[src/rtl/mine_pkg.sv]
// Shared types, level table and LFSR taps for the minefield generator.
package mine_pkg;

    typedef enum logic [1:0] {
        EASY   = 2'd1,
        MEDIUM = 2'd2,
        HARD   = 2'd3
    } level_t;

    typedef enum logic [2:0] {
        IDLE,
        CLEAR,
        PICK,
        CHECK,
        WRITE,
        DONE
    } state_t;

    localparam logic [4:0] DIM_EASY   = 5'd8;
    localparam logic [4:0] DIM_MED    = 5'd10;
    localparam logic [4:0] DIM_HARD   = 5'd16;
    localparam logic [5:0] MINES_EASY = 6'd10;
    localparam logic [5:0] MINES_MED  = 6'd20;
    localparam logic [5:0] MINES_HARD = 6'd40;

    // x^16 + x^14 + x^13 + x^11 in right-shift form: feedback is the XOR of
    // bits 0, 2, 3 and 5, shifted in at the MSB.
    localparam logic [15:0] LFSR_TAPS = 16'h002D;

    // Level 0 is treated as easy.
    function automatic logic [4:0] level_dim(input logic [1:0] lvl);
        case (lvl)
            MEDIUM:  return DIM_MED;
            HARD:    return DIM_HARD;
            default: return DIM_EASY;
        endcase
    endfunction

    function automatic logic [5:0] level_mines(input logic [1:0] lvl);
        case (lvl)
            MEDIUM:  return MINES_MED;
            HARD:    return MINES_HARD;
            default: return MINES_EASY;
        endcase
    endfunction

endpackage

[src/rtl/mine_lfsr.sv]
// 16-bit Fibonacci LFSR, loads SEED on reset, advances whenever en is high.
module mine_lfsr
    import mine_pkg::*;
#(
    parameter logic [15:0] SEED = 16'hACE1
) (
    input  logic        clk,
    input  logic        rst,
    input  logic        en,
    output logic [15:0] value
);

    // Shift right, feedback into bit 15.
    always_ff @(posedge clk) begin
        if (rst)
            value <= SEED;
        else if (en)
            value <= {^(value & LFSR_TAPS), value[15:1]};
    end

endmodule

[src/rtl/mine_place_ctrl.sv]
// Minefield generator: clears the active board region, then writes the
// per-level number of mines at pseudo-random cells, never on the first click.
// Optional build macro MINE_SAFE_ZONE_EN also keeps the 3x3 neighbourhood of
// the first click free of mines.
module mine_place_ctrl
    import mine_pkg::*;
#(
    parameter logic [15:0] LFSR_SEED = 16'hACE1,
    parameter int          ADDR_W    = 8
) (
    input  logic              clk,
    input  logic              rst,
    input  logic              start,
    input  logic [1:0]        level,
    input  logic [3:0]        first_x,
    input  logic [3:0]        first_y,
    output logic              busy,
    output logic              done,
    output logic [ADDR_W-1:0] mem_addr,
    output logic              mem_we,
    output logic              mem_wdata,
    input  logic              mem_rdata,
    output logic [5:0]        mines_placed
);

    state_t      state, state_nxt;
    logic [1:0]  lvl_q;
    logic [3:0]  fx_q, fy_q;
    logic [3:0]  rx, ry;
    logic [7:0]  cand_q;
    logic [5:0]  mines_q;
    logic [15:0] lfsr;
    logic [7:0]  addr;

    logic [4:0]  dim;
    logic [5:0]  target;
    logic [5:0]  mines_inc;
    logic [3:0]  cx, cy;
    logic        out_of_dim;
    logic        on_first;
    logic        in_zone;
    logic        reject;
    logic        rx_last, ry_last;

    mine_lfsr #(.SEED(LFSR_SEED)) u_lfsr (
        .clk   (clk),
        .rst   (rst),
        .en    (1'b1),
        .value (lfsr)
    );

    assign dim        = level_dim(lvl_q);
    assign target     = level_mines(lvl_q);
    assign mines_inc  = mines_q + 6'd1;
    assign cx         = lfsr[3:0];
    assign cy         = lfsr[7:4];
    assign out_of_dim = ({1'b0, cx} >= dim) || ({1'b0, cy} >= dim);
    assign on_first   = (cx == fx_q) && (cy == fy_q);
    assign rx_last    = ({1'b0, rx} == dim - 5'd1);
    assign ry_last    = ({1'b0, ry} == dim - 5'd1);

`ifdef MINE_SAFE_ZONE_EN
    // Signed 6-bit distance to the first click; within one when -1, 0 or +1.
    logic [5:0] dx, dy;
    logic       near_x, near_y;
    assign dx      = {2'b00, cx} - {2'b00, fx_q};
    assign dy      = {2'b00, cy} - {2'b00, fy_q};
    assign near_x  = (dx == 6'h00) || (dx == 6'h01) || (dx == 6'h3F);
    assign near_y  = (dy == 6'h00) || (dy == 6'h01) || (dy == 6'h3F);
    assign in_zone = near_x && near_y;
`else
    assign in_zone = 1'b0;
`endif

    assign reject       = out_of_dim || on_first || in_zone;
    assign mem_addr     = ADDR_W'(addr);
    assign mines_placed = mines_q;

    // State register.
    always_ff @(posedge clk) begin
        if (rst)
            state <= IDLE;
        else
            state <= state_nxt;
    end

    // Next state and RAM/handshake outputs.
    always_comb begin
        state_nxt = state;
        busy      = 1'b0;
        done      = 1'b0;
        mem_we    = 1'b0;
        mem_wdata = 1'b0;
        addr      = 8'h00;
        case (state)
            IDLE: begin
                if (start)
                    state_nxt = CLEAR;
            end
            CLEAR: begin
                busy   = 1'b1;
                mem_we = 1'b1;
                addr   = {ry, rx};
                if (rx_last && ry_last)
                    state_nxt = PICK;
            end
            PICK: begin
                busy = 1'b1;
                addr = lfsr[7:0];
                if (!reject)
                    state_nxt = CHECK;
            end
            CHECK: begin
                busy = 1'b1;
                addr = cand_q;
                state_nxt = mem_rdata ? PICK : WRITE;
            end
            WRITE: begin
                busy      = 1'b1;
                mem_we    = 1'b1;
                mem_wdata = 1'b1;
                addr      = cand_q;
                state_nxt = (mines_inc == target) ? DONE : PICK;
            end
            DONE: begin
                done      = 1'b1;
                state_nxt = IDLE;
            end
            default: state_nxt = IDLE;
        endcase
    end

    // Run context, raster walk, candidate latch and mine counter.
    always_ff @(posedge clk) begin
        if (rst) begin
            lvl_q   <= 2'd0;
            fx_q    <= 4'd0;
            fy_q    <= 4'd0;
            rx      <= 4'd0;
            ry      <= 4'd0;
            cand_q  <= 8'h00;
            mines_q <= 6'd0;
        end else begin
            case (state)
                IDLE: begin
                    if (start) begin
                        lvl_q   <= level;
                        fx_q    <= first_x;
                        fy_q    <= first_y;
                        rx      <= 4'd0;
                        ry      <= 4'd0;
                        mines_q <= 6'd0;
                    end
                end
                CLEAR: begin
                    if (rx_last) begin
                        rx <= 4'd0;
                        ry <= ry + 4'd1;
                    end else begin
                        rx <= rx + 4'd1;
                    end
                end
                PICK: begin
                    if (!reject)
                        cand_q <= lfsr[7:0];
                end
                WRITE: mines_q <= mines_inc;
                default: ;
            endcase
        end
    end

endmodule

[config.mk]
export PLATFORM = sky130hd
export DESIGN_NAME = mine_place_ctrl
export DESIGN_NICKNAME = d
export VERILOG_FILES = /design/src/rtl/mine_pkg.sv /design/src/rtl/mine_lfsr.sv /design/src/rtl/mine_place_ctrl.sv
export SDC_FILE = /design/constraint.sdc
export NUM_CORES = 1
export LEC_CHECK = 0
export CAP_MARGIN = 5
export CORE_MARGIN = 4
export CORE_UTILIZATION = 40
export CTS_BUF_LIST = sky130_fd_sc_hd__clkbuf_8
export CTS_CLUSTER_SIZE = 28
export DETAILED_ROUTE_END_ITERATION = 10
export SYNTH_ARGS = -nofsm -noshare
export SYNTH_HDL_FRONTEND = slang
export SYNTH_HIERARCHICAL = 1
export SYNTH_SLANG_ARGS = --single-unit
[constraint.sdc]
create_clock -name clk -period 2.25 [get_ports clk]
set_input_delay 0.3375 -clock clk [delete_from_list [all_inputs] [get_ports clk]]
set_output_delay 0.3375 -clock clk [all_outputs]
set_load 0.01 [all_outputs]
==> reports/summary.log, run 1 <==
qor: timing.max_clock_freq 464 MHz
qor: clocking.insertion_delay 310 ps
qor: worst_hold_path.min_path_type flop to flop
qor: setup_path.crit_path_cell_trace nor2b_1, buf_4, a22oi_1, o21ai_1, clkdlybuf4s50_1
qor: final_layout.design.final.nets 379
qor: grt.number_of_antenna_violations_at_the_first_check_in_global_routing 0
qor: grt.grt_start_max_net_pins 18
qor: clocking.cts-buffers-inserted 5
qor: timing.timing.final.crit_period 2150 ps
qor: setup_path.crit_end_category output pin
qor: logic_synthesis.number_of_enable_type_register_cells_in_the_synthesized_netlist 0
qor: pwr.worst_ir_drop_vdd 0.274 mV
qor: timing.setup_tns_final 0 ps
qor: logic_synthesis.mappedNetlistNets 345
qor: setup_path.crit_path_max_fanout 9
qor: final_layout.drive_above_1_share 11.1%
qor: setup_path.crit_buf_inv 2
qor: logic_synthesis.synthesis.yosys.warnings 6
qor: clocking.cts_hold_buffers 0
qor: setup_path.slowest_delay 560 ps
qor: die.std_cell_rows 29
qor: logic_synthesis.distinct_cell_type_count_of_the_synthesized_netlist 63
qor: final_layout.stdcell_count 438
qor: setup_path.cp_top_family buffers and inverters
qor: place.placed_instances 430
qor: final_layout.layout_commonest_cell nand2_1
qor: run_status.outcome finished clean
qor: detailed_routing.postRouteWirelength 6.32 mm
qor: clocking.cts_setup_buffers 0
qor: timing.hold_violations 0
qor: timing.rsz_0062_raised_after_global_routing false
qor: logic_synthesis.area_share_of_xor_xnor_cells_in_the_synthesized_design 6.07%
qor: setup_path.critPathKind flop to output pin
qor: logic_synthesis.synth_top_family_by_area simple AND/OR/NAND/NOR gates
qor: logic_synthesis.synth_seq_cells 51
qor: grt.grt.overflow.total 0
qor: clocking.clockRootBuffer clkbuf_8
qor: clocking.clk_pin_slew 100 ps
qor: detailed_routing.wl_per_cell 14.4 um
qor: place.globalplace.congestion 0.837
qor: setup_path.cp-start-kind flop
qor: timing.worst_slew_pin_slew 523 ps
qor: flow_run.cap_violations 0
qor: logic_synthesis.synth-compound-area-share 16.1%
qor: place.port_buffers 31
qor: logic_synthesis.synthFlopType dfxtp_1
qor: logic_synthesis.synth-seq-area-share 37.2%
qor: logic_synthesis.mux_cell_area_share_after_synthesis 8.80%
qor: final_layout.insertedDiodeCount 0
qor: grt.first_global_vias 2192
qor: die.core-area 6490 um^2
qor: die.die_x 90.8 um
qor: die.die_height 90.8 um
qor: timing.finalSetupViolations 0
qor: detailed_routing.ant_nets 0
qor: timing.worst_clock_skew 9.90 ps
qor: logic_synthesis.synth_cells 326
qor: die.design.portCount 32
qor: detailed_routing.remaining_drc_errors 0
qor: final_layout.mostFrequentLayoutCells nand2_1, dfxtp_1, clkdlybuf4s50_1, nor2_1, mux2i_1
qor: detailed_routing.dr.pass1.iters 4
qor: timing.slew_headroom 65.1%
qor: timing.period_share 95.7%
qor: detailed_routing.route.detailed.vias_per_inst 5.41
qor: die.floorplan.die_area 8250 um^2
qor: clocking.clock_buffer_depth 2
qor: final_layout.fillCellCount 618
qor: logic_synthesis.syn_area 2740 um^2
qor: logic_synthesis.synth_fa_ha_area_share 2.28%
qor: setup_path.crit_path_top_delay_cell clkdlybuf4s50_1
qor: pwr.power.static_leakage 0.00131 uW
qor: setup_path.required 1910 ps
qor: clocking.clock_tree_from_tritoncts done
qor: detailed_routing.number_of_violations_reported_at_the_end_of_detailed_routing_iteration_0 126
qor: place.dp_hpwl 4.67 mm
qor: logic_synthesis.post_synth_and_or_nand_nor_area_fraction 23.5%
qor: logic_synthesis.ffs_w_async_s_r_synth 0%
qor: pwr.power_per_cell_area 558 nW/um^2
qor: grt.grt_first_pass_wirelength 10.6 mm
qor: grt.grtUsageTotal 15.6%
qor: setup_path.worstPathArrival 1820 ps
qor: clocking.cts_num_sinks 51
qor: final_layout.syn2layout_area_growth 19.6%
qor: timing.slew_viol_final 0
qor: clocking.htree_num_levels 2
qor: logic_synthesis.mean_cell_area_of_the_mapped_netlist 8.41 um^2
qor: die.initial_core_util 42.2%
qor: detailed_routing.total_via_count_in_the_routed_design 2368
==> timing repair <==
action,CTS,global route
setup endpoints to repair,8,6
pin swaps,0,0
resized for setup,3,3
==> metrics by stage <==
| stage | setup WS (ps) | hold slack, ps | cell area [um^2] | power, uW | util, % |
|---|---|---|---|---|---|
| after floorplan | 359 | 444 | 2740 | 1120 | - |
| after global placement | 297 | 458 | 3150 | 1200 | 48.5 |
| after detailed placement | 282 | 463 | 3150 | 1200 | 48.5 |
| after CTS | 52.1 | 479 | 3270 | 1850 | 50.3 |
| after global routing | 0.435 | 502 | 3280 | 1920 | 50.5 |
| final | 96.2 | 473 | 3280 | 1830 | 50.5 |
==> layer usage <==
layer / global-route usage (%) / vias up / routed length (um)
li1: - / 1212 / -
met1: 21.2 / 1108 / 3150
met2: 25.2 / 46 / 2910
met3: 3.42 / 2 / 234
met4: 3.39 / 0 / 22
met5: 0 / - / 0
==> registers in the layout, summed over array words and instances (netlist names) <==
register and count:
ry 4, u_lfsr/value 16, fx_q 4, rx 4, fy_q 4, mines_placed 6, state 3, lvl_q 2
cand_q 8
==> final cells by class <==
| cell class | count | area [um^2] | area share (%) |
|---|---|---|---|
| multi-input combinational | 247 | 1570 | 47.9 |
| clock inverter | 3 | 46.3 | 1.41 |
| clock buffer | 5 | 68.8 | 2.10 |
| tap | 77 | 96.3 | 2.94 |
| inverter | 6 | 23.8 | 0.725 |
| sequential | 51 | 1030 | 31.4 |
| timing repair buffer | 49 | 445 | 13.6 |
==> power breakdown <==
group	internal (uW)	total, uW	switching (uW)	leakage, uW
registers	934	966	32.7	0.000418
clock network	335	652	317	0.0000548
logic	102	211	108	0.000836
==> final timing paths <==
check	from	end	slack, ps	depth (start not counted)
hold / removal	fy_q[0]$_SDFFE_PP0P_	fy_q[0]$_SDFFE_PP0P_	470	2
setup reg to reg	lvl_q[0]$_SDFFE_PP0P_	cand_q[6]$_SDFFE_PP0P_	310	8
hold reg to reg	fy_q[0]$_SDFFE_PP0P_	fy_q[0]$_SDFFE_PP0P_	470	2
setup / recovery	state[0]$_SDFFE_PP0P_	mem_addr[4]	100	5
==> logic make-up after synthesis <==
family          after synthesis
simple gates                131
mux                          24
xor+xnor                     19
compound gates               67
other cells                   1
fa+ha+maj                     5
buf+inv                      28
flops                        51
==> synthesized netlist by cell type (all sizes together) (2+ instances only) <==
cell type	count	area, um^2
nor4	2	12.5
clkbuf	10	38.8
a22oi	10	75.1
nand3	8	45.0
nor3	10	50.1
inv	5	18.8
and2	2	13.8
a21oi	21	109
buf	12	96.3
o221ai	2	17.5
nor3b	2	20.0
a41oi	2	17.5
xnor2	6	52.6
o21ai	13	65.1
a311oi	3	26.3
nand2	51	191
o21bai	2	15.0
xor2	13	114
ha	5	62.6
or3b	2	17.5
nor2b	5	33.8
nand2b	3	18.8
nand3b	4	30.0
mux2i	23	230
dfxtp	51	1020
o31ai	2	15.0
or3	2	12.5
nor2	29	111
nand4	2	18.8
and3	3	18.8
a31oi	3	18.8
==> worst reg2reg max path: stages (launching register included) <==
cell and delay (ps):
dfxtp_1 340, nand2_1 100, ha_1 210, nand2b_1 150, o221ai_1 170, and3_1 220, nand4_2 340, mux2i_1 260
nor2_1 60
(Power assumes the default switching activity.)
==> run 2: changes to the inputs <==
--- a/config.mk
+++ b/config.mk
@@ -9,6 +9,7 @@
 export CORE_MARGIN = 4
 export CORE_UTILIZATION = 40
 export CTS_BUF_LIST = sky130_fd_sc_hd__clkbuf_8
+export CTS_CLUSTER_DIAMETER = 60
 export CTS_CLUSTER_SIZE = 28
 export DETAILED_ROUTE_END_ITERATION = 10
 export SYNTH_ARGS = -nofsm -noshare
==> results of run 2 <==
No change in the layout: final DEF, timing and power equal those of run 1.
